--- config.mk ---
export PLATFORM = sky130hd
export DESIGN_NAME = tnoc_vc_selector_wrr
export DESIGN_NICKNAME = d
export VERILOG_FILES = /design/src/rtl/tnoc_vc_selector_pkg.sv /design/src/rtl/tnoc_vc_wrr_arbiter.sv /design/src/rtl/tnoc_vc_selector_wrr.sv
export SDC_FILE = /design/constraint.sdc
export NUM_CORES = 1
export LEC_CHECK = 0
export BUFFER_PORTS_ARGS = -buffer_cell sky130_fd_sc_hd__buf_2
export CORE_UTILIZATION = 54
export CTS_BUF_LIST = sky130_fd_sc_hd__clkbuf_8
export CTS_CLUSTER_DIAMETER = 200
export DETAILED_ROUTE_END_ITERATION = 6
export GPL_TIMING_DRIVEN = 0
export PLACE_DENSITY = 0.71
export SLEW_MARGIN = 5
export SYNTH_ARGS = -nofsm -noshare
export SYNTH_HDL_FRONTEND = slang
export SYNTH_SLANG_ARGS = --single-unit
--- constraint.sdc ---
create_clock -name clk -period 12 [get_ports clk]
set_input_delay 2.4 -clock clk [delete_from_list [all_inputs] [get_ports clk]]
set_output_delay 2.4 -clock clk [all_outputs]
set_load 0.02 [all_outputs]
--- src/rtl/tnoc_vc_selector_pkg.sv ---
// Shared types and sizing helpers for the VC selector and its WRR arbiter.
package tnoc_vc_selector_pkg;

    typedef enum logic {
        UNLOCKED = 1'b0,
        LOCKED   = 1'b1
    } arb_state_e;

    function automatic int calc_vc_width(input int channels);
        return (channels > 1) ? $clog2(channels) : 1;
    endfunction

    // Stored FIFO entry is {head, tail, flit}.
    function automatic int calc_entry_width(input int flit_width);
        return flit_width + 2;
    endfunction

endpackage

--- src/rtl/tnoc_vc_wrr_arbiter.sv ---
// Weighted round-robin VC arbiter with packet lock; owner is held while a
// presented flit is stalled so the output stays stable under backpressure.
module tnoc_vc_wrr_arbiter
    import tnoc_vc_selector_pkg::*;
#(
    parameter  int CHANNELS     = 2,
    parameter  int WEIGHT_WIDTH = 4,
    localparam int VC_WIDTH     = calc_vc_width(CHANNELS)
) (
    input  logic                             clk,
    input  logic                             rst,
    input  logic [CHANNELS-1:0]              req,
    input  logic [CHANNELS*WEIGHT_WIDTH-1:0] weight,
    input  logic                             accept,
    input  logic                             tail,
    output logic [VC_WIDTH-1:0]              owner,
    output logic [CHANNELS-1:0]              owner_oh,
    output arb_state_e                       state
);

    logic [VC_WIDTH-1:0]     pointer;
    logic [WEIGHT_WIDTH-1:0] quantum;
    logic                    held;
    logic [VC_WIDTH-1:0]     held_owner;
    logic [WEIGHT_WIDTH-1:0] owner_weight;
    logic [VC_WIDTH-1:0]     idx;
    logic                    found;

    always_comb begin
        owner = pointer;
        idx   = '0;
        found = 1'b0;
        if (state == LOCKED) begin
            owner = pointer;
        end else if (held) begin
            owner = held_owner;
        end else if (quantum != '0 && req[pointer]) begin
            owner = pointer;
        end else begin
            // pointer+1 first, pointer itself last
            for (int i = 1; i <= CHANNELS; i++) begin
                if (int'(pointer) + i >= CHANNELS)
                    idx = VC_WIDTH'(int'(pointer) + i - CHANNELS);
                else
                    idx = VC_WIDTH'(int'(pointer) + i);
                if (!found && req[idx]) begin
                    owner = idx;
                    found = 1'b1;
                end
            end
        end
    end

    assign owner_oh = CHANNELS'(1) << owner;

    always_comb begin
        owner_weight = '0;
        for (int v = 0; v < CHANNELS; v++) begin
            if (owner == VC_WIDTH'(v))
                owner_weight = weight[v*WEIGHT_WIDTH +: WEIGHT_WIDTH];
        end
        if (owner_weight == '0)
            owner_weight = WEIGHT_WIDTH'(1);
    end

    always_ff @(posedge clk or posedge rst) begin
        if (rst) begin
            state      <= UNLOCKED;
            pointer    <= '0;
            quantum    <= '0;
            held       <= 1'b0;
            held_owner <= '0;
        end else begin
            held       <= req[owner] & ~accept;
            held_owner <= owner;
            if (accept) begin
                pointer <= owner;
                if (owner != pointer)
                    quantum <= owner_weight - WEIGHT_WIDTH'(1);
                else if (tail && quantum != '0)
                    quantum <= quantum - WEIGHT_WIDTH'(1);
                state <= tail ? UNLOCKED : LOCKED;
            end
        end
    end

endmodule

--- src/rtl/tnoc_vc_selector_wrr.sv ---
// Per-VC input FIFOs feeding one output through a WRR packet-lock arbiter.
// Optional output skid slice: define TNOC_VC_SELECTOR_WRR_OUTPUT_SLICE_EN.
module tnoc_vc_selector_wrr
    import tnoc_vc_selector_pkg::*;
#(
    parameter  int CHANNELS     = 2,
    parameter  int FLIT_WIDTH   = 64,
    parameter  int DEPTH        = 8,
    parameter  int THRESHOLD    = DEPTH - 2,
    parameter  int WEIGHT_WIDTH = 4,
    localparam int VC_WIDTH     = calc_vc_width(CHANNELS)
) (
    input  logic                             clk,
    input  logic                             rst,
    input  logic [CHANNELS-1:0]              i_valid,
    output logic [CHANNELS-1:0]              o_ready,
    input  logic [FLIT_WIDTH-1:0]            i_flit,
    input  logic                             i_head,
    input  logic                             i_tail,
    output logic [CHANNELS-1:0]              o_almost_full,
    input  logic [CHANNELS*WEIGHT_WIDTH-1:0] i_weight,
    output logic                             o_valid,
    input  logic                             i_ready,
    output logic [VC_WIDTH-1:0]              o_vc,
    output logic [FLIT_WIDTH-1:0]            o_flit,
    output logic                             o_head,
    output logic                             o_tail
);

    localparam int ENTRY_W = calc_entry_width(FLIT_WIDTH);
    localparam int AW      = $clog2(DEPTH);

    typedef struct packed {
        logic                  head;
        logic                  tail;
        logic [FLIT_WIDTH-1:0] flit;
    } fifo_entry_t;

    logic [CHANNELS-1:0]              req;
    logic [CHANNELS-1:0]              owner_oh;
    logic [VC_WIDTH-1:0]              owner;
    logic [CHANNELS-1:0][ENTRY_W-1:0] head_entry;
    fifo_entry_t                      sel;
    logic                             mux_valid;
    logic                             mux_ready;
    logic                             accept;
    arb_state_e                       arb_state;

    for (genvar v = 0; v < CHANNELS; v++) begin : g_fifo
        logic [ENTRY_W-1:0] mem [DEPTH];
        logic [AW:0]        wr_ptr;
        logic [AW:0]        rd_ptr;
        logic [AW:0]        count;
        logic               wr_en;
        logic               rd_en;

        assign count            = wr_ptr - rd_ptr;
        assign o_ready[v]       = (count != (AW+1)'(DEPTH));
        assign o_almost_full[v] = (count >= (AW+1)'(THRESHOLD));
        assign req[v]           = (count != '0);
        assign wr_en            = i_valid[v] & o_ready[v];
        assign rd_en            = accept & owner_oh[v];
        assign head_entry[v]    = mem[rd_ptr[AW-1:0]];

        always_ff @(posedge clk or posedge rst) begin
            if (rst) begin
                wr_ptr <= '0;
                rd_ptr <= '0;
            end else begin
                if (wr_en) wr_ptr <= wr_ptr + (AW+1)'(1);
                if (rd_en) rd_ptr <= rd_ptr + (AW+1)'(1);
            end
        end

        // Storage needs no reset: pointers alone define what is valid.
        always_ff @(posedge clk) begin
            if (wr_en)
                mem[wr_ptr[AW-1:0]] <= {i_head, i_tail, i_flit};
        end
    end

    tnoc_vc_wrr_arbiter #(
        .CHANNELS     (CHANNELS),
        .WEIGHT_WIDTH (WEIGHT_WIDTH)
    ) u_arbiter (
        .clk      (clk),
        .rst      (rst),
        .req      (req),
        .weight   (i_weight),
        .accept   (accept),
        .tail     (sel.tail),
        .owner    (owner),
        .owner_oh (owner_oh),
        .state    (arb_state)
    );

    // Handshake: a flit moves when valid & ready are both high at a rising
    // edge; valid and payload stay constant while valid & ~ready.
    assign sel       = fifo_entry_t'(head_entry[owner]);
    assign mux_valid = req[owner];
    assign accept    = mux_valid & mux_ready;

`ifdef TNOC_VC_SELECTOR_WRR_OUTPUT_SLICE_EN
    localparam int SW = VC_WIDTH + ENTRY_W;

    logic [SW-1:0] mux_word;
    logic [SW-1:0] main_q;
    logic [SW-1:0] skid_q;
    logic          main_valid;
    logic          skid_valid;

    assign mux_word  = {owner, sel.head, sel.tail, sel.flit};
    assign mux_ready = ~skid_valid;

    always_ff @(posedge clk or posedge rst) begin
        if (rst) begin
            main_valid <= 1'b0;
            skid_valid <= 1'b0;
            main_q     <= '0;
            skid_q     <= '0;
        end else if (!main_valid || i_ready) begin
            if (skid_valid) begin
                main_q     <= skid_q;
                main_valid <= 1'b1;
                skid_valid <= 1'b0;
            end else begin
                main_valid <= accept;
                if (accept) main_q <= mux_word;
            end
        end else if (accept) begin
            skid_q     <= mux_word;
            skid_valid <= 1'b1;
        end
    end

    assign o_valid                        = main_valid;
    assign {o_vc, o_head, o_tail, o_flit} = main_q;
`else
    assign mux_ready = i_ready;
    assign o_valid   = mux_valid;
    assign o_vc      = owner;
    assign o_head    = mux_valid & sel.head;
    assign o_tail    = mux_valid & sel.tail;
    assign o_flit    = mux_valid ? sel.flit : '0;
`endif

endmodule

==> impl_metrics.csv, run 1 <==
group,metric,value,unit
die,initial_core_util,0.545,
worst_setup_path,cpPeakStageDelay,750,ps
yosys,avgSynthCellArea,21.5,um2
grt,grt_first_pass_wirelength,143000,um
route,routed_wl,97600,um
route,vias,21500,
timing,fmax,105,MHz
finish,multi_input_area,9420,um2
timing,hold_violations,0,
worst_setup_path,critPathKind,"flip-flop to output port",
timing,slew_headroom,0.161,
yosys,synth_area_leaders,"edfxtp_1, mux4_2, mux2i_1",
worst_setup_path,end_kind,"output port",
yosys,synthesis.area,42200,um2
clock_network,cts_setup_buffers,0,
clock_network,tritoncts,"yes",
run_status,status,"finished, final reports clean",
timing,setup_viol,0,
clock_network,ctsLongestPathBuffers,3,
pwr,power_density,277,nW/um2
yosys,synth-main-ff-cell,"edfxtp_1",
die,die_area,79300,um2
route,drc,0,
pwr,p_leak,16.6,nW
clock_network,cts_hold_buf,0,
yosys,ys_ff_latch,1080,
timing,skew,28.2,ps
worst_setup_path,required,9600,ps
timing,layout_min_cycle_time,9520,ps
worst_setup_path,worstSetupStartpointType,"flip-flop",
clock_network,clock_sinks,1080,
timing,setup_tns,0,ps
pwr,pwr-share-seq,0.368,
worst_setup_path,crit_path_top_delay_cell,"clkbuf_1",
die,rows,102,
grt,grt_usage,0.253,
timing,whs,484,ps
die,core_area,77500,um2
finish,layout.nets,2502,
timing,min_period_over_period,0.794,
yosys,ys_top_cells_by_count,"edfxtp_1, mux4_2, nand2_1",
route,drtIter0Drc,2003,
clock_network,cts_resized,0,
finish,drive_gt1_frac,0.337,
yosys,ys_seq_area_frac,0.765,
yosys,yosysMostFrequentCell,"edfxtp_1",
pwr,p_clk_frac,0.208,
die,io_pins,151,
die,die_h,282,um
finish,seq_area,32300,um2
timing,fin_ws,2480,ps
yosys,yosysUniqueCellTypes,54,
pwr,switchingPower,0.00508,W
clock_network,clockRootBuffer,"clkbuf_8",
worst_setup_path,critPathTopFamily,"buffers and inverters",
pwr,pwr-share-comb,0.424,
run,maxCapViolations,0,
pwr,switching_share,0.377,
pwr,internal_power,0.00840,W
clock_network,htree_levels,4,
yosys,synthArstFlopShare,0.0222,
placement,gp_congestion,0.804,
yosys,synth_top_area_frac,0.751,
die,die_w,282,um
yosys,yosysWarnings,0,
yosys,synth-edff-count,1056,
yosys,synth_nets,2055,
worst_setup_path,worst-path-buf-inv,8,
yosys,synth_cells,1963,
grt,grt_max_degree,25,
route,drt_first_pass_iters,5,
route,final_antenna_net_count,0,
clock_network,cts.clk_slew.worst_paths,60,ps
clock_network,clkLatencyLatePin,810,ps
placement,detailed_place_hpwl,65600,um
timing,rsz0062_at_grt,"false",
grt,grt_pass1_vias,22300,
timing,worstMarginPinSlew,1260,ps
worst_setup_path,worstPathMaxFanout,10,
grt,antenna_found_initial,8,
worst_hold_path,hold_class,"flip-flop to flip-flop",
worst_setup_path,path_cells,"clkbuf_1 -> clkbuf_1 -> clkbuf_1 -> inv_1 -> fa_1 -> xor2_1 -> or3b_4 -> or3_1 -> o21ai_0 -> and2_1 -> buf_2 -> buf_2 -> buf_1 -> a211oi_1 -> buf_2",
placement,dp_slack,3380,ps
worst_setup_path,crit_arrival,7120,ps
placement,portBuffers,149,
route,wl_per_cell,27.2,um
pwr,peakVddDrop,0.136,mV
clock_network,cts_buffers,165,
grt,gr-total-overflow,0,
yosys,yosys.area.top_type,"edfxtp_1",
timing,drv_slew,0,
route,routed_via_density,5.98,
finish,syn2layout_area_growth,15.3,%
finish,n_fill_cell,5189,
-- per-layer routing --
layer  wire [um]  part of all wire  vias to the layer above  track usage
li1            -                 -                     9093            -
met1       37800              0.39                    11200        0.344
met2       49100              0.50                     1023        0.415
met3        8420             0.086                      154       0.0533
met4        2210             0.023                        6       0.0783
met5          40           0.00041                        -            0
-- power by group through the flow --
stage | logic [W] | registers, W | clock network (W)
after CTS | 0.00575 | 0.00497 | 0.00285
after floorplan | 0.00363 | 0.00508 | 0
after global placement | 0.00541 | 0.00523 | 0
after global routing | 0.00603 | 0.00500 | 0.00301
after detailed placement | 0.00573 | 0.00504 | 0
final | 0.00571 | 0.00496 | 0.00280
-- path summary, 6_finish.rpt --
path | startpoint | end | slack (ps) | depth (start not counted)
min reg2reg | g_fifo[0].wr_ptr[3] | g_fifo[0].wr_ptr[3] | 480 | 1
max reg2reg | g_fifo[1].rd_ptr[1] | g_fifo[1].mem[3][48] | 5710 | 16
max in group asynchronous | rst | g_fifo[1].rd_ptr[2] | 9580 | 2
min in group asynchronous | rst | u_arbiter.state | 1810 | 2
max | g_fifo[1].rd_ptr[1] | o_flit[54] | 2480 | 15
min | g_fifo[0].wr_ptr[3] | g_fifo[0].wr_ptr[3] | 480 | 1
-- cell usage in the layout (no fill, tap or decap), types with 8 or more instances in the layout --
master       n
edfxtp_1  1056
mux4_2     264
buf_2      181
clkbuf_8   167
nand2_1    161
buf_4       82
mux2i_1     69
and3_1      68
clkbuf_1    61
inv_1       56
clkinv_1    56
buf_6       42
a211oi_2    40
a211oi_1    26
clkinv_2    24
dfrtp_1     24
buf_1       13
ha_1        11
xnor2_1     10
xor2_1       9
o211ai_1     9
nor2_1       8
buf_12       8
-- flip-flops by register name (all words and copies together) (netlist names) --
name	flops
u_arbiter.quantum	4
u_arbiter.state	1
g_fifo.mem	1056
g_fifo.rd_ptr	8
u_arbiter.held	1
u_arbiter.held_owner	1
g_fifo.wr_ptr	8
u_arbiter.pointer	1
-- cell type report --
| type | count | area share |
|---|---|---|
| sequential | 1080 | 0.664 |
| clock buffer | 167 | 0.0472 |
| inverter | 18 | 0.00139 |
| buffer | 113 | 0.0105 |
| clock inverter | 138 | 0.0151 |
| multi-input combinational | 752 | 0.194 |
| timing repair buffer | 280 | 0.0415 |
| antenna | 6 | 0.000308 |
| tap | 1040 | 0.0267 |
-- cell families after synthesis --
kind of cell    Yosys count  synth area share
mux                     336             0.158
flops                  1080             0.765
buf+inv                 131            0.0138
compound gates          104            0.0232
simple gates            280            0.0316
fa+ha+maj                13           0.00421
xor+xnor                 19           0.00394
-- through the flow --
| stage | util | std cells | power [W] | instance area, um2 |
|---|---|---|---|---|
| final | 0.628 | 3594 | 0.0135 | 48700 |
| after global routing | 0.628 | 3590 | 0.0140 | 48700 |
| after CTS | 0.628 | 3588 | 0.0136 | 48700 |
| after detailed placement | 0.589 | 3283 | 0.0108 | 45600 |
| after global placement | 0.571 | 3152 | 0.0106 | 44300 |
| after floorplan | - | 1963 | 0.00872 | 42200 |
(Power assumes the default switching activity.)
==> inputs of run 2 (changes only) <==
--- a/config.mk
+++ b/config.mk
@@ -11,7 +11,7 @@
 export CTS_CLUSTER_DIAMETER = 200
 export DETAILED_ROUTE_END_ITERATION = 6
 export GPL_TIMING_DRIVEN = 0
-export PLACE_DENSITY = 0.71
+export PLACE_DENSITY = 0.74
 export SLEW_MARGIN = 5
 export SYNTH_ARGS = -nofsm -noshare
 export SYNTH_HDL_FRONTEND = slang
==> constraint.sdc (replaced) <==
create_clock -name clk -period 7.88 [get_ports clk]
set_input_delay 1.576 -clock clk [delete_from_list [all_inputs] [get_ports clk]]
set_output_delay 1.576 -clock clk [all_outputs]
set_load 0.02 [all_outputs]
==> run 2 against run 1 <==
Net effect:
- non-clock buffer count shrank 13
- critical path type unchanged
- clock skew grew 6.7 ps
- critical endpoint unchanged
- clock power grew 44%
- first-iteration DRC count grew 23%
- global-route usage shrank 0.29 points
- register-to-register slack lost 3000 ps
- critical path depth shrank 1
- total power grew 51%
- highest routed layer unchanged
- setup slack lost 2300 ps
- sequential power grew 52%
- final area shrank 0.43%
- largest cell class unchanged
==> impl_metrics.csv, run 2 (synthesized netlist as in run 1, its figures left out) <==
group,metric,value,unit
run_status,status,"finished, final reports clean",
clock_network,clockRootBuffer,"clkbuf_8",
finish,utilization,0.626,
grt,antenna_found_initial,14,
timing,setup_tns,0,ps
pwr,p_clk_frac,0.198,
clock_network,cts.clk_slew.worst_paths,60,ps
grt,grt_max_degree,25,
worst_setup_path,worstRegToRegCells,14,
timing,layout_min_cycle_time,7660,ps
timing,skew,34.9,ps
grt,grt_pass1_vias,22200,
clock_network,cts_buffers,160,
worst_hold_path,hold_class,"flip-flop to flip-flop",
route,wl_per_cell,27.3,um
finish,drive_gt1_frac,0.330,
finish,largest_reg_flops,1056,
clock_network,ctsLongestPathBuffers,3,
finish,syn2layout_area_growth,14.8,%
placement,gp_congestion,0.801,
route,final_antenna_net_count,0,
timing,setup_viol,0,
run,maxCapViolations,0,
die,core_area,77500,um2
clock_network,htree_levels,4,
pwr,power_density,419,nW/um2
pwr,switching_share,0.377,
pwr,p_leak,16.5,nW
pwr,peakVddDrop,0.217,mV
worst_setup_path,critPathKind,"flip-flop to output port",
route,routed_via_density,6.07,
route,routed_wl,97000,um
placement,place_inst,3272,
finish,final_common_cell,"edfxtp_1",
worst_setup_path,end_kind,"output port",
route,drtIter0Drc,2454,
timing,slew_headroom,0.152,
timing,worstMarginPinSlew,1270,ps
clock_network,clock_sinks,1080,
clock_network,cts_hold_buf,0,
die,rows,102,
worst_setup_path,worstSetupStartpointType,"flip-flop",
grt,grt_usage,0.250,
route,drc,0,
worst_setup_path,crit_arrival,6080,ps
finish,layout_common_cells,"edfxtp_1, mux4_2, buf_2, clkbuf_8, nand2_1",
route,drt_first_pass_iters,5,
clock_network,tritoncts,"yes",
grt,grt_first_pass_wirelength,141000,um
pwr,switchingPower,0.00766,W
clock_network,cts_setup_buffers,0,
grt,gr-total-overflow,0,
worst_setup_path,worstPathMaxFanout,19,
timing,rsz0062_at_grt,"false",
die,io_pins,151,
pwr,internal_power,0.0126,W
timing,min_period_over_period,0.972,
finish,stdcell_count,3556,
timing,drv_slew,0,
die,die_h,282,um
worst_setup_path,required,6300,ps
die,die_w,282,um
timing,hold_violations,0,
worst_hold_path,worstHoldPathCells,1,
pwr,pwr-share-seq,0.372,
route,vias,21600,
placement,detailed_place_hpwl,65100,um
placement,portBuffers,149,
die,initial_core_util,0.545,
die,die_area,79300,um2
finish,layout.nets,2484,
pwr,pwr-share-comb,0.429,
timing,fmax,131,MHz
clock_network,clkLatencyLatePin,810,ps
## run 2: cell count changes in the layout (fill, tap and decap cells not counted), moves of 4 or more
cell        delta
buf_4         -22
buf_6          +4
buf_8          +6
clkbuf_1       -4
clkbuf_8       -5
clkinv_1      -20
clkinv_2      -12
clkinvlp_4     +4
inv_1         +18
inv_6          -4
## run 2: power by group through the flow
stage	logic [W]	registers [W]	clock network (W)
6_report	0.00871	0.00756	0.00403
5_1_grt	0.00918	0.00762	0.00433
4_1_cts	0.00876	0.00757	0.00409
3_5_place_dp	0.00873	0.00768	0
3_3_place_gp	0.00822	0.00791	0
2_1_floorplan	0.00554	0.00772	0
## run 2: final timing paths
| kind | startpoint | slack [ps] | end |
|---|---|---|---|
| worst max-delay path | g_fifo[0].rd_ptr[1] | 220 | o_flit[54] |
| worst min-delay path | g_fifo[0].wr_ptr[3] | 480 | g_fifo[0].wr_ptr[3] |
| worst max register to register | g_fifo[1].rd_ptr[1] | 2710 | g_fifo[1].mem[3][46] |
| worst min register to register | g_fifo[0].wr_ptr[3] | 480 | g_fifo[0].wr_ptr[3] |
| max in group asynchronous | rst | 6290 | g_fifo[0].wr_ptr[3] |
| min in group asynchronous | rst | 990 | g_fifo[0].wr_ptr[2] |
## run 2: cell type report
cell class | instances | area, um2
multi-input combinational | 752 | 9450
timing repair buffer | 269 | 2020
clock buffer | 162 | 2230
sequential | 1080 | 32300
buffer | 111 | 509
clock inverter | 120 | 574
inverter | 18 | 67.6
tap | 1040 | 1300
fill | 5132 | 29000
antenna | 4 | 10.0
## run 2: what timing repair did
item / 4_1_cts / 5_1_grt
resized for setup: 3 / 0
endpoints found under the hold margin: 0 / 0
setup endpoints to repair: 64 / 0
## run 2: stage by stage
stage          setup WS (ps)  cell area [um2]  total power [W]  hold slack [ps]
2_1_floorplan          -1700            42200           0.0133              460
3_3_place_gp           -9420            44300           0.0161              476
3_5_place_dp             305            45700           0.0164              478
4_1_cts                  254            48500           0.0204              489
5_1_grt                 29.9            48500           0.0211              498
6_report                 223            48500           0.0203              483
## run 2: worst max-delay path, cell delays in order (launching register included)
cell and delay, ps:
dfrtp_1 360, clkbuf_1 620, clkbuf_2 730, inv_1 180
fa_1 440, xor2_1 200, nor3b_1 350, nand3_1 320
o21a_2 250, o21a_1 180, buf_6 160, buf_2 280
buf_2 290, a211oi_1 570, buf_2 280
## run 2: layer usage
metal	routed length (um)	track usage	part of all wire	up-vias
met5	88	0	0.00091	-
met4	3040	0.0925	0.031	16
met3	8950	0.0607	0.092	191
met2	48100	0.405	0.50	1137
met1	36800	0.333	0.38	11200
li1	-	-	-	9015
